==> src/rtl/atu_tune_ctrl.sv <==
// atu_tune_ctrl: sequences an antenna tuner start request, waits for the
// tuner's busy/ack line, supervises the tune and reports the outcome.
module atu_tune_ctrl #(
  parameter int unsigned REQ_MS     = 500,
  parameter int unsigned ACK_TO_MS  = 100,
  parameter int unsigned TUNE_TO_MS = 4000,
  parameter int unsigned HOLD_MS    = 50
) (
  input  logic       clk,
  input  logic       rst_n,
  input  logic       tick_1ms,
  input  logic       tune_start,
  input  logic       tune_abort,
  input  logic       atu_ack,
  output logic       atu_req,
  output logic       tune_tx,
  output logic       busy,
  output logic       done,
  output logic [1:0] result
);

  localparam int unsigned      CNT_W      = 13;
  localparam logic [CNT_W-1:0] CNT_MAX    = '1;
  localparam logic [1:0]       RES_NONE   = 2'b00;
  localparam logic [1:0]       RES_OK     = 2'b01;
  localparam logic [1:0]       RES_ACK_TO = 2'b10;
  localparam logic [1:0]       RES_FAIL   = 2'b11;

  typedef enum logic [2:0] {
    S_IDLE,
    S_REQ,
    S_WAIT_ACK,
    S_TUNE,
    S_HOLD
  } state_t;

  state_t           state_q;
  logic [CNT_W-1:0] cnt_q;
  logic [CNT_W-1:0] cnt_d;
  logic             ack_meta_q;
  logic             ack_s_q;
  logic             early_q;
  logic             atu_req_q;
  logic             tune_tx_q;
  logic             busy_q;
  logic             done_q;
  logic [1:0]       result_q;
  logic [31:0]      limit_d;
  logic             reach_d;
  logic             fin_d;
  logic [1:0]       fin_code_d;

  // Two-flop synchronizer for the asynchronous tuner busy/ack line.
  always_ff @(posedge clk or negedge rst_n) begin
    if (!rst_n) begin
      ack_meta_q <= 1'b0;
      ack_s_q    <= 1'b0;
    end else begin
      ack_meta_q <= atu_ack;
      ack_s_q    <= ack_meta_q;
    end
  end

  // Saturating ms count, per-state timeout detection and end-of-tune decode.
  always_comb begin
    cnt_d = cnt_q;
    if (tick_1ms && (cnt_q != CNT_MAX)) begin
      cnt_d = cnt_q + 1'b1;
    end

    limit_d = 32'd0;
    case (state_q)
      S_REQ:      limit_d = REQ_MS;
      S_WAIT_ACK: limit_d = ACK_TO_MS;
      S_TUNE:     limit_d = TUNE_TO_MS;
      S_HOLD:     limit_d = HOLD_MS;
      default:    limit_d = 32'd0;
    endcase
    // The tick being consumed this cycle is the one that reaches the limit.
    reach_d = tick_1ms && ((32'(cnt_q) + 32'd1) >= limit_d);

    // Abort outranks every other ending. An ack edge outranks a timeout
    // landing in the same cycle, since the tuner did answer in time.
    fin_d      = 1'b0;
    fin_code_d = RES_NONE;
    case (state_q)
      S_REQ: begin
        if (tune_abort) begin
          fin_d      = 1'b1;
          fin_code_d = RES_FAIL;
        end
      end
      S_WAIT_ACK: begin
        if (tune_abort) begin
          fin_d      = 1'b1;
          fin_code_d = RES_FAIL;
        end else if (!ack_s_q && reach_d) begin
          fin_d      = 1'b1;
          fin_code_d = RES_ACK_TO;
        end
      end
      S_TUNE: begin
        if (tune_abort) begin
          fin_d      = 1'b1;
          fin_code_d = RES_FAIL;
        end else if (!ack_s_q) begin
          fin_d      = 1'b1;
          fin_code_d = RES_OK;
        end else if (reach_d) begin
          fin_d      = 1'b1;
          fin_code_d = RES_FAIL;
        end
      end
      default: begin
        fin_d      = 1'b0;
        fin_code_d = RES_NONE;
      end
    endcase
  end

  // Control FSM with registered outputs; the ms counter restarts on every state entry.
  always_ff @(posedge clk or negedge rst_n) begin
    if (!rst_n) begin
      state_q   <= S_IDLE;
      cnt_q     <= '0;
      early_q   <= 1'b0;
      atu_req_q <= 1'b0;
      tune_tx_q <= 1'b0;
      busy_q    <= 1'b0;
      done_q    <= 1'b0;
      result_q  <= RES_NONE;
    end else begin
      done_q <= 1'b0;
      cnt_q  <= cnt_d;
      if (fin_d) begin
        state_q   <= S_HOLD;
        cnt_q     <= '0;
        early_q   <= 1'b0;
        atu_req_q <= 1'b0;
        tune_tx_q <= 1'b0;
        result_q  <= fin_code_d;
        done_q    <= 1'b1;
      end else begin
        case (state_q)
          S_IDLE: begin
            if (tune_start) begin
              if (ack_s_q) begin
                // Tuner already busy: refuse the start and report it.
                result_q <= RES_ACK_TO;
                done_q   <= 1'b1;
              end else begin
                state_q   <= S_REQ;
                cnt_q     <= '0;
                early_q   <= 1'b0;
                result_q  <= RES_NONE;
                atu_req_q <= 1'b1;
                tune_tx_q <= 1'b1;
                busy_q    <= 1'b1;
              end
            end
          end
          S_REQ: begin
            if (ack_s_q) begin
              early_q <= 1'b1;
            end
            if (reach_d) begin
              atu_req_q <= 1'b0;
              cnt_q     <= '0;
              state_q   <= (early_q || ack_s_q) ? S_TUNE : S_WAIT_ACK;
            end
          end
          S_WAIT_ACK: begin
            if (ack_s_q) begin
              state_q <= S_TUNE;
              cnt_q   <= '0;
            end
          end
          S_TUNE: begin
            // All exits from TUNE are endings, handled above.
            state_q <= S_TUNE;
          end
          S_HOLD: begin
            if (reach_d) begin
              state_q <= S_IDLE;
              cnt_q   <= '0;
              busy_q  <= 1'b0;
            end
          end
          default: begin
            state_q <= S_IDLE;
            busy_q  <= 1'b0;
          end
        endcase
      end
    end
  end

  assign atu_req = atu_req_q;
  assign tune_tx = tune_tx_q;
  assign busy    = busy_q;
  assign done    = done_q;
  assign result  = result_q;

endmodule

==> config.mk <==
export PLATFORM = sky130hd
export DESIGN_NAME = atu_tune_ctrl
export DESIGN_NICKNAME = d
export VERILOG_FILES = /design/src/rtl/atu_tune_ctrl.sv
export SDC_FILE = /design/constraint.sdc
export NUM_CORES = 1
export LEC_CHECK = 0
export ABC_CLOCK_PERIOD_IN_PS = 3100
export CORE_UTILIZATION = 49
export DETAILED_ROUTE_END_ITERATION = 7
export PLACE_DENSITY_LB_ADDON = 0.05
export SLEW_MARGIN = 20
export SYNTH_ARGS = -nofsm -noshare
export SYNTH_HDL_FRONTEND = slang
export SYNTH_SLANG_ARGS = --single-unit
==> constraint.sdc <==
create_clock -name clk -period 3.1 [get_ports clk]
set_input_delay 0.62 -clock clk [delete_from_list [all_inputs] [get_ports clk]]
set_output_delay 0.62 -clock clk [all_outputs]
set_load 0.05 [all_outputs]
==> impl_metrics.py <==
metrics = {
    "run_status": {
        "status": "finished clean",
    },
    "die": {
        "initial_core_util_pct": 52.9,
        "core_area_mm2": 0.00344,
        "fp.dieH_um": 63.0,
        "row_count": 21,
        "pin_count": 12,
        "die-area_mm2": 0.00397,
        "die_w_um": 63.0,
    },
    "setup_path": {
        "end_kind": "flop",
        "worst_ep_arrival_time_ns": 3.06,
        "setup.worst_path.start_class": "flop",
        "crit_required_ns": 3.28,
        "worstPathMaxFanout": 10,
        "critPathKind": "flop to flop",
    },
    "detailed_routing": {
        "vias_per_cell": 5.81,
        "ant_nets": 0,
        "firstDrtPassIters": 4,
        "vias": 1609,
        "wl_per_cell_um": 15.0,
        "drc_errors": 0,
        "first_iter_violations": 102,
        "routed_wl_um": 4160,
    },
    "power_and_ir_drop": {
        "power.total_mw": 1.52,
        "p_leak_nw": 0.909,
        "irDropWorstVdd_mv": 0.499,
        "powerDensity_mw_per_mm2": 708,
    },
    "global_route": {
        "grt_pass1_wl_um": 7130,
        "grt.overflow.total": 0,
        "antenna_found_initial": 0,
        "grt_start_max_net_pins": 26,
        "grtUsageTotal_pct": 22.7,
        "grt_pass1_vias": 1574,
    },
    "yosys": {
        "synth_area_per_cell_um2": 8.72,
        "yosys.area.top_type_share_pct": 34.3,
        "synth_nets": 226,
        "synth-simple-area-share_pct": 24.5,
        "ys_types": 52,
        "ys.flop_type": "dfrtp_1",
        "yosys-top-cells-area": "dfrtp_1, xnor2_1, ha_1",
        "synth_seq_area_share_pct": 34.3,
        "synthAdderAreaFrac_pct": 7.55,
        "synth_mux_area_share_pct": 0.549,
        "ys_async_sr_fraction_pct": 100,
        "synth_edf_count": 0,
        "ys_ff_latch": 25,
        "synth_area_leader_cell": "dfrtp_1",
        "synth_cells": 209,
        "syn_area_mm2": 0.00182,
        "synth_top_family_by_area": "simple AND/OR/NAND/NOR gates",
        "yosys.area_share.xor_xnor_pct": 10.1,
        "ys_warn_count": 0,
        "synth_compound_area_share_pct": 17.8,
    },
    "finish": {
        "drive_gt1_share_pct": 18.2,
        "seqCellArea_um2": 631,
        "area_growth_pct": 18.2,
        "mostFrequentLayoutCells": "nor2_1, dfrtp_1, nor3_1",
        "nFillCells": 293,
        "fin_cells": 277,
        "multi_input_area_mm2": 0.00114,
        "nNetsFinal": 249,
        "antenna_cells": 0,
        "final_common_cell": "nor2_1",
    },
    "timing": {
        "fin_skew_ns": 0.00481,
        "post-route-period-util_pct": 92.6,
        "layout_min_cycle_time_ns": 2.87,
        "relSlewSlack_pct": 61.7,
        "fmax_ghz": 0.348,
        "tightest_slew_ns": 0.575,
        "finalHoldViolCount": 0,
        "holdWs_ns": 0.360,
        "finalSetupViolCount": 0,
        "drv_slew": 0,
    },
    "clock_tree": {
        "insertion_delay_ns": 0.28,
        "cts_buffers": 3,
        "cts_root_buffer": "clkbuf_8",
        "postCtsHoldBufs": 0,
        "cts_buffer_depth": 2,
        "h-tree-depth": 1,
        "clk_pin_slew_ns": 0.09,
        "clock-sinks": 25,
        "tritoncts": "built",
    },
    "min_path": {
        "worstHoldPathType": "flop to flop",
    },
    "flow_run": {
        "maxCapViolCount": 0,
    },
    "placement": {
        "hpwlAfterDp_um": 3070,
        "place.gp.congestion": 0.909,
        "portBuffers": 11,
        "placed_cells": 271,
    },
}
layer usage:
| layer | GRT usage, % | share of wire, % | up-vias |
|---|---|---|---|
| li1 | - | - | 782 |
| met1 | 31.1 | 49 | 786 |
| met2 | 36.8 | 46 | 34 |
| met3 | 2.37 | 3.0 | 7 |
| met4 | 8.14 | 2.0 | 0 |
| met5 | 0 | 0 | - |
layout make-up:
type | instances | share of cell area (%)
Multi-Input combinational cell | 163 | 53.0
Clock buffer | 4 | 2.09
Sequential cell | 25 | 29.3
Inverter | 11 | 1.92
Timing Repair Buffer | 28 | 11.0
Tap cell | 46 | 2.67
state kept, by name, summed over array words and instances, names as in the netlist:
signal / count
tune_tx: 1
result: 2
state_q: 3
done: 1
atu_req: 1
ack_s_q: 1
busy: 1
cnt_q: 13
ack_meta_q: 1
early_q: 1
worst max-delay path, stage by stage, from the launching register on:
cell     delay, ns
dfrtp_2       0.43
ha_4          0.17
nand2_1       0.08
or2_1         0.30
nor2_2        0.17
xnor2_1       0.14
ha_1          0.26
o21ai_0       0.15
nor2_1        0.06
o31a_1        0.30
o21ai_1       0.15
nand3_2       0.15
buf_4         0.21
nor3_1        0.22
what timing repair did:
item | in CTS | in global routing
endpoints found under the setup margin | 0 | 21
buffers inserted | 0 | 2
resized for setup | 0 | 12
where the power goes:
group          leakage [nW]  total (mW)  internal, mW  switching, mW
Sequential            0.321       0.472         0.405         0.0669
Clock                0.0228       0.200        0.0923          0.108
Combinational         0.565       0.852         0.340          0.512
synth_stat cells (2+ instances only):
master     n
buf_4      3
o21ai_0    6
nor3_1    19
inv_1     11
a21o_1     2
nand2_1   16
o31a_1     2
xor2_1     5
a211oi_1   2
nand3_1    5
and2_1     3
a221oi_1   2
xnor2_1   16
o211ai_1   2
o21bai_1   2
clkbuf_1   3
nor2_1    24
o21ai_1    2
a211o_1    2
a21oi_1    6
nand2b_1   4
nand4_1    4
buf_2      4
a21boi_0   2
ha_1      11
dfrtp_1   25
final timing paths:
check / start / depth (start not counted) / slack, ns / to
worst max-delay path: cnt_q[1]$_DFF_PN0_ / 13 / 0.23 / cnt_q[11]$_DFF_PN0_
worst min-delay path: ack_meta_q$_DFF_PN0_ / 0 / 0.36 / ack_s_q$_DFF_PN0_
worst max register to register: cnt_q[1]$_DFF_PN0_ / 13 / 0.23 / cnt_q[11]$_DFF_PN0_
worst min register to register: ack_meta_q$_DFF_PN0_ / 0 / 0.36 / ack_s_q$_DFF_PN0_
max in group asynchronous: rst_n / 2 / 2.11 / cnt_q[0]$_DFF_PN0_
min in group asynchronous: rst_n / 2 / 0.72 / atu_req$_DFFE_PN0P_
cell families (layout without fill, tap and decap cells):
group | after synthesis | count (layout)
flip-flops | 25 | 25
XOR/XNOR | 21 | 21
AO/OA/AOI/OAI | 43 | 43
AND/OR/NAND/NOR | 87 | 87
buffers and inverters | 21 | 43
adder cells (fa/ha/maj) | 11 | 11
multiplexers | 1 | 1
per-stage QoR:
stage	util, %	setup TNS [ns]	setup slack (ns)	instance area, um2
2_1_floorplan	-	0	0.236	1820
3_3_place_gp	59.5	0	0.160	2050
4_1_cts	60.8	0	0.0303	2090
6_report	62.6	0	0.229	2150
3_5_place_dp	59.5	0	0.0502	2050
5_1_grt	62.6	-0.0147	-0.0147	2150
(Power assumes the default switching activity.)
